<file path="src/rtl/pkg_fifo_cfg.sv">
// pkg_fifo_cfg: default FIFO geometry and the occupancy flag bundle shared by RTL and bench
package pkg_fifo_cfg;
   localparam int DEF_FIFO_WIDTH = 16;
   localparam int DEF_FIFO_DEPTH = 8;
   typedef struct packed {
      logic full;
      logic almostfull;
      logic empty;
      logic almostempty;
   } fifo_flags_t;
endpackage

</file>
<file path="src/rtl/fifo_mem.sv">
// fifo_mem: DEPTH x WIDTH storage, one sync write port, one sync read port with a resettable read register
module fifo_mem #(
   parameter int WIDTH = 16,
   parameter int DEPTH = 8,
   parameter int AW = $clog2(DEPTH)
) (
   input  logic             clk,
   input  logic             rst_n,
   input  logic             we,
   input  logic [AW-1:0]    waddr,
   input  logic [WIDTH-1:0] wdata,
   input  logic             re,
   input  logic [AW-1:0]    raddr,
   output logic [WIDTH-1:0] rdata
);
   logic [WIDTH-1:0] mem_q [DEPTH];
   logic [WIDTH-1:0] rdata_q, rdata_d;
   always_comb rdata_d = re ? mem_q[raddr] : rdata_q;
   // storage is deliberately not reset; only the read register is
   always_ff @(posedge clk) begin
      if (we) mem_q[waddr] <= wdata;
   end
   always_ff @(posedge clk) begin
      if (!rst_n) rdata_q <= '0;
      else        rdata_q <= rdata_d;
   end
   assign rdata = rdata_q;
endmodule

</file>
<file path="src/rtl/sync_fifo_param.sv">
// sync_fifo_param: parameterised synchronous FIFO with occupancy flags and per-request status;
// defining SYNC_FIFO_ERR_CNT_EN adds saturating ovf_cnt/udf_cnt error counters.
module sync_fifo_param
   import pkg_fifo_cfg::*;
#(
   parameter int FIFO_WIDTH = DEF_FIFO_WIDTH,
   parameter int FIFO_DEPTH = DEF_FIFO_DEPTH,
   parameter int AF_LEVEL   = FIFO_DEPTH - 1,
   parameter int AE_LEVEL   = 1
) (
   input  logic                              clk,
   input  logic                              rst_n,
   input  logic                              wr_en,
   input  logic                              rd_en,
   input  logic [FIFO_WIDTH-1:0]             data_in,
   output logic [FIFO_WIDTH-1:0]             data_out,
   output logic                              full,
   output logic                              almostfull,
   output logic                              empty,
   output logic                              almostempty,
   output logic                              wr_ack,
   output logic                              overflow,
   output logic                              underflow,
`ifdef SYNC_FIFO_ERR_CNT_EN
   output logic [7:0]                        ovf_cnt,
   output logic [7:0]                        udf_cnt,
`endif
   output logic [$clog2(FIFO_DEPTH+1)-1:0]   count
);
   localparam int CW = $clog2(FIFO_DEPTH + 1);
   localparam int PW = $clog2(FIFO_DEPTH);

   if (FIFO_DEPTH < 2 || FIFO_DEPTH > 1024 || AF_LEVEL < 1 || AF_LEVEL > FIFO_DEPTH - 1 ||
       AE_LEVEL < 1 || AE_LEVEL > FIFO_DEPTH - 1 || AE_LEVEL >= AF_LEVEL) begin : g_bad_cfg
      $error("sync_fifo_param: illegal FIFO_DEPTH/AF_LEVEL/AE_LEVEL combination");
   end

   logic [PW-1:0] wr_ptr_q, wr_ptr_d, rd_ptr_q, rd_ptr_d;
   logic [CW-1:0] count_q, count_d;
   logic          wr_ack_q, wr_ack_d, overflow_q, overflow_d, underflow_q, underflow_d;
   logic          wr_ok, rd_ok;
   fifo_flags_t   flags;

   // acceptance is judged on the registered count, so full+rd+wr drops the write
   always_comb begin
      wr_ok       = wr_en && (count_q != CW'(FIFO_DEPTH));
      rd_ok       = rd_en && (count_q != '0);
      wr_ptr_d    = wr_ok ? ((wr_ptr_q == PW'(FIFO_DEPTH - 1)) ? '0 : wr_ptr_q + 1'b1) : wr_ptr_q;
      rd_ptr_d    = rd_ok ? ((rd_ptr_q == PW'(FIFO_DEPTH - 1)) ? '0 : rd_ptr_q + 1'b1) : rd_ptr_q;
      count_d     = count_q + CW'(wr_ok) - CW'(rd_ok);
      wr_ack_d    = wr_ok;
      overflow_d  = wr_en && !wr_ok;
      underflow_d = rd_en && !rd_ok;
   end

   always_ff @(posedge clk) begin
      if (!rst_n) begin
         wr_ptr_q    <= '0;
         rd_ptr_q    <= '0;
         count_q     <= '0;
         wr_ack_q    <= 1'b0;
         overflow_q  <= 1'b0;
         underflow_q <= 1'b0;
      end else begin
         wr_ptr_q    <= wr_ptr_d;
         rd_ptr_q    <= rd_ptr_d;
         count_q     <= count_d;
         wr_ack_q    <= wr_ack_d;
         overflow_q  <= overflow_d;
         underflow_q <= underflow_d;
      end
   end

   always_comb begin
      flags.full        = count_q == CW'(FIFO_DEPTH);
      flags.empty       = count_q == '0;
      flags.almostfull  = (count_q >= CW'(AF_LEVEL)) && !flags.full;
      flags.almostempty = (count_q <= CW'(AE_LEVEL)) && !flags.empty;
   end

   fifo_mem #(.WIDTH(FIFO_WIDTH), .DEPTH(FIFO_DEPTH), .AW(PW)) u_mem (
      .clk   (clk),
      .rst_n (rst_n),
      .we    (wr_ok && rst_n),
      .waddr (wr_ptr_q),
      .wdata (data_in),
      .re    (rd_ok),
      .raddr (rd_ptr_q),
      .rdata (data_out)
   );

`ifdef SYNC_FIFO_ERR_CNT_EN
   logic [7:0] ovf_cnt_q, ovf_cnt_d, udf_cnt_q, udf_cnt_d;
   always_comb begin
      ovf_cnt_d = (overflow_d && ovf_cnt_q != 8'hFF) ? ovf_cnt_q + 8'd1 : ovf_cnt_q;
      udf_cnt_d = (underflow_d && udf_cnt_q != 8'hFF) ? udf_cnt_q + 8'd1 : udf_cnt_q;
   end
   always_ff @(posedge clk) begin
      if (!rst_n) begin
         ovf_cnt_q <= '0;
         udf_cnt_q <= '0;
      end else begin
         ovf_cnt_q <= ovf_cnt_d;
         udf_cnt_q <= udf_cnt_d;
      end
   end
   assign ovf_cnt = ovf_cnt_q;
   assign udf_cnt = udf_cnt_q;
`endif

   assign count       = count_q;
   assign wr_ack      = wr_ack_q;
   assign overflow    = overflow_q;
   assign underflow   = underflow_q;
   assign full        = flags.full;
   assign almostfull  = flags.almostfull;
   assign empty       = flags.empty;
   assign almostempty = flags.almostempty;
endmodule

</file>
<file path="config.mk">
export PLATFORM = sky130hd
export DESIGN_NAME = sync_fifo_param
export DESIGN_NICKNAME = d
export VERILOG_FILES = /design/src/rtl/pkg_fifo_cfg.sv /design/src/rtl/fifo_mem.sv /design/src/rtl/sync_fifo_param.sv
export SDC_FILE = /design/constraint.sdc
export NUM_CORES = 1
export LEC_CHECK = 0
export ABC_AREA = 1
export BUFFER_PORTS_ARGS = -buffer_cell sky130_fd_sc_hd__buf_4
export CORE_ASPECT_RATIO = 0.7
export CORE_MARGIN = 1.5
export CORE_UTILIZATION = 64
export DETAILED_ROUTE_END_ITERATION = 10
export PLACE_DENSITY_LB_ADDON = 0.2
export SYNTH_ARGS = -nofsm -noshare
export SYNTH_HDL_FRONTEND = slang
export SYNTH_SLANG_ARGS = --single-unit
</file>
<file path="constraint.sdc">
create_clock -name clk -period 4.35 [get_ports clk]
set_input_delay 0.87 -clock clk [delete_from_list [all_inputs] [get_ports clk]]
set_output_delay 0.87 -clock clk [all_outputs]
set_load 0.005 [all_outputs]
</file>
Yosys cells after proc, flatten, opt, wreduce, memory -nomap -nowiden
Memory sizes are Yosys's and may differ from the RTL's. A register that Yosys moved wholly into a read port is not among the register bits.
Index checks and enable logic that the tools add are counted.
{"block": "classes", "addsub": 4, "magnitude_cmp": 2, "eq_ne": 4, "muxes": 4, "reduce_logical": 14}
{"cell": "$logic_and A1 B1 Y1", "n": 7}
{"cell": "$add A3 B1 Y3 const B", "n": 2}
{"cell": "$eq A3 B3 Y1 const B", "n": 2}
{"cell": "$mux W3", "n": 2}
{"cell": "$logic_not A1 Y1", "n": 5}
{"cell": "$add A4 B1 Y4", "n": 1}
{"cell": "$eq A4 B4 Y1 const B", "n": 1}
{"cell": "$ge A4 B3 Y1 const B", "n": 1}
{"cell": "$le A4 B1 Y1 const B", "n": 1}
{"cell": "$logic_not A4 Y1", "n": 1}
{"cell": "$ne A4 B4 Y1 const B", "n": 1}
{"cell": "$reduce_bool A4 Y1", "n": 1}
{"cell": "$sub A4 B1 Y4", "n": 1}
{"cell": "$mux W1", "n": 2}
{"block": "word_totals", "regBits": 13, "ramBits": 128, "output_inout_bits": 27, "memories": 1}
{"memory": "u_mem.mem_q", "words": 8, "width": 16, "rd": 1, "rd_clocked_by_memory_dff": 1, "wr": 1, "line_no": "fifo_mem.sv:16", "rtl": "logic [WIDTH-1:0] mem_q [DEPTH];"}

Longest topological paths before layout
{"block": "logic_depth", "ltp_word": 5, "ltp_mapped": 15, "mapped_depth_nobuf": 14}

Modules after synthesis
Synthesis repeated with hierarchy kept, for this count alone.
{"block": "hier_totals", "hier_cells": 692, "area_unflattened_um2": 6930.4}
{"module": "fifo_mem", "n_inst": 1, "cells_per_inst": 591, "area_per_inst_um2": 6144.6, "seq_area_each_um2": 4164.0}
{"module": "sync_fifo_param", "n_inst": 1, "cells_per_inst": 101, "area_per_inst_um2": 785.8, "seq_area_each_um2": 260.2}

Worst setup path before layout
No wires, ideal clock.
{"block": "synth_timing", "path_type": "input -> register", "start": "input port rd_en", "end": "register count_q[2], in the netlist count[2]", "setup_ns": 0.128, "t_arrival_ns": 2.195, "required_ns": 4.222, "setup_slack_ns": 2.027, "stages": 10, "path_cell_list": "nand2_2 > inv_2 > buf_4 > ha_1 > inv_1 > ha_1 > inv_1 > fa_1 > xor2_1 > nor2_1"}
{"block": "synth_between", "elab_chain_cells": 2}
{"item": "from (decl)", "line_no": "sync_fifo_param.sv:14", "rtl": "input logic rd_en,"}
{"item": "$logic_and A1 B1 Y1", "line_no": "sync_fifo_param.sv:47", "rtl": "rd_ok = rd_en && (count_q != '0);"}
{"item": "net rd_ok", "line_no": "sync_fifo_param.sv:41", "rtl": "logic wr_ok, rd_ok;"}
{"item": "$sub A4 B1 Y4", "line_no": "sync_fifo_param.sv:50", "rtl": "count_d = count_q + CW'(wr_ok) - CW'(rd_ok);"}
{"item": "to (signal assigned)", "line_no": "sync_fifo_param.sv:67", "rtl": "count_q <= count_d;"}
{"item": "to (decl)", "line_no": "sync_fifo_param.sv:39", "rtl": "logic [CW-1:0] count_q, count_d;"}
The timed path passes the listed nets, and every way through them passes these cells.
A chain may end at the register's enable or synchronous reset.

Worst setup path after layout
{"block": "layout_timing", "start": "register count_q[3], in the netlist count[3]", "end": "register count_q[2], in the netlist count[2]"}
{"block": "layout_between", "elab_chain_cells": 4}
{"item": "$ne A4 B4 Y1", "line_no": "sync_fifo_param.sv:46", "rtl": "wr_ok = wr_en && (count_q != CW'(FIFO_DEPTH));"}
{"item": "$logic_and A1 B1 Y1", "line_no": "sync_fifo_param.sv:46"}
{"item": "$add A4 B1 Y4", "line_no": "sync_fifo_param.sv:50"}
{"item": "$sub A4 B1 Y4 (*)", "line_no": "sync_fifo_param.sv:50"}
Every way passes the cells marked *; elsewhere a longest branch is shown, timed or not.

==> reports/qor.csv <==
metric,value,unit
pre-CTS WS,1.38,ns
Util after Layout,0.773,
Overall Global Routing Usage,0.267,
flop2flop setup slack,1.48,ns
Async SR Flop Fraction,0,
met1 WL,5.65,mm
DRC violations left,0,
initial core utilization,0.673,
R2R depth,12,
crit path capture type,register,
First-pass DRT Iterations,5,
Hold Crit Start,u_mem.rdata[15]$_SDFFE_PN0P_,
final setup fails,0,
antenna violations before repair,0,
Critical Path Source Type,register,
clk_lat worst skew,0.42,ns
main flop type after synthesis,edfxtp_1,
CTS root buffer,clkbuf_16,
Peak VDD IR,0.368,mV
first-pass GRT wire length,21.8,mm
critical path class,register to register,
vias,4663,
gr ovfl total,0,
core area,9910,um^2
global placement routability congestion,0.769,
clock-pin slew on the worst setup and hold paths,0.06,ns
slowest CP cell,inv_2,
minimum clock period,2.87,ns
post_cts resized,0,
overall power,4.39,mW
worst hold stages,2,
register area share after synthesis,0.663,
Pleak,3.34,nW
Max Freq,349,MHz
CTS tree,built,
Hold Path End,u_mem.rdata[15]$_SDFFE_PN0P_,
Fill cells,646,
Num CTS Buffers,17,
met3 routed WL,1.29,mm
Top Layer Used,met4,
CP Cell Sequence,inv_1 > ha_1 > nand2_2 > nand2_2 > inv_2 > ha_1 > inv_1 > ha_1 > inv_1 > fa_1 > xor2_1 > nor2_1,
Wirelength per Cell,16.7,um
dpl cells,813,
Hold Buf Count CTS,0,
largest fanout on the critical path,23,
top-count cell post-synth,nand2_1,
Avg Inst Size Synth,10.2,um^2
Die Y,88.4,um
CP max stage delay,0.42,ns
Pins Over Slew Limit,0,
Worst Path Arrival,3.14,ns
# H-tree levels,4,
Mapped Cells,657,
status,"finished, final reports clean",
Setup Total Neg Slack,0,ns
pin count of the biggest net entering global routing,67,
Worst Tran Pin Value,1.17,ns
CP required,4.62,ns
power density over the cells,573,nW/um^2
Slew HR,0.220,
WP buf/inv,4,
postcts setup bufs,0,
Antenna diodes,0,
Yosys cell types,20,
post-synth top area share,0.576,
Yosys top cell by area,edfxtp_1,
Sinks on Clock Net,157,
worst hold path class,register to register,
layout net count,737,
Syn Nets,690,
Std-Cell Rows,30,
Post-synth EDFFs,128,
family with the most delay on the worst path,adder cells,
Final Non-Filler Cells,845,
clk buf depth,2,
Netlist Area Pre-Place,6670,um^2
Max Clock Skew,0.00736,ns
Final HPWL DP,7.64,mm
area grow syn2layout,14.8,%
worst reg2reg path endpoint,count[2]$_SDFF_PN0_,
Post-Route WL,14.1,mm
drt via density,5.52,
Yosys reg bits,157,
total die area,11100,um^2
max-cap violation count,0,
Post-synth top cells,"nand2_1, edfxtp_1, inv_1",
# IOs,47,
hold violation count in the final report,0,
Synth area leaders,"edfxtp_1, nand2_1, dfxtp_1",
die width,125,um
vias in the first global route,4403,
IO Port Bufs,46,
r2r startpoint,count[3]$_SDFF_PN0_,
unrepaired setup endpoints after global routing,false,
final worst slack,1.48,ns
Antenna Violating Nets Remaining,0,
DR iter-0 viols,430,
Final Cycle Share,0.659,
met2 WL,6.90,mm
share of cells above drive strength 1,0.130,
Ys Warns,0,
## where the power goes
part,internal [mW],total [mW],switching (mW)
logic,0.407,1.13,0.727
registers,1.76,1.83,0.0768
clock network,0.842,1.42,0.579
## layer usage
layer,global-route usage,vias up
met5,0,-
met4,0.108,0
met3,0.0544,33
met2,0.469,240
met1,0.334,2179
li1,-,2211
## how the worst max path moves through the flow
stage                   startpoint             endpoint  slack (ns)  cells past startpoint
3_5_place_dp                 rd_en  count[2]$_SDFF_PN0_        1.38                     10
3_3_place_gp                 rd_en  count[2]$_SDFF_PN0_        1.45                     10
4_1_cts        count[2]$_SDFF_PN0_  count[2]$_SDFF_PN0_        1.47                     12
2_1_floorplan                rd_en  count[2]$_SDFF_PN0_        2.03                     10
5_1_grt        count[3]$_SDFF_PN0_  count[3]$_SDFF_PN0_        1.27                     14
6_report       count[3]$_SDFF_PN0_  count[2]$_SDFF_PN0_        1.48                     12
## flip-flops by register name, indices dropped and copies added (netlist names)
register / flops
u_mem.rdata: 16
rd_ptr_q: 3
overflow: 1
underflow: 1
u_mem.mem_q: 128
wr_ptr_q: 3
count: 4
wr_ack: 1
## per-stage QoR
| step | instance area (um^2) | hold slack, ns |
|---|---|---|
| floorplan | 6670 | 0.460 |
| global placement | 7080 | 0.458 |
| finish | 7660 | 0.480 |
| detailed placement | 7080 | 0.467 |
| global route | 7660 | 0.505 |
| CTS | 7660 | 0.479 |
## area by class of cell
type,instances,area [um^2],area share
Multi-Input combinational cell,355,1630,0.213
Sequential cell,157,4430,0.578
Tap cell,128,160,0.0209
Timing Repair Buffer,57,428,0.0559
Clock buffer,18,429,0.0560
Clock inverter,14,148,0.0193
Inverter,116,435,0.0569
## worst min-delay path, stage by stage, from the launching register on
cell	delay, ns
dfxtp_1	0.31
nand2_1	0.06
a21oi_1	0.06
## kinds of logic (layout without fill, tap and decap cells)
family / Yosys count / count (layout) / synth area share
compound gates: 29 / 29 / 0.0233
xor+xnor: 1 / 1 / 0.00131
fa+ha+maj: 13 / 13 / 0.0255
flops: 157 / 157 / 0.663
simple gates: 312 / 312 / 0.195
buf+inv: 145 / 205 / 0.0919
## placed cells by master, fill, tap and decap left out, types with 2 or more instances in the layout
cell type	n
nand2_1	192
edfxtp_1	128
inv_1	112
nand3_1	98
buf_4	57
dfxtp_1	28
a21oi_1	21
nor2_1	20
clkbuf_16	17
ha_1	12
clkinv_4	5
o21ai_0	4
clkinvlp_4	4
inv_2	3
a211oi_1	3
nand2_2	2
clkinv_1	2
bufinv_16	2
clkinv_2	2
(Power assumes the default switching activity.)
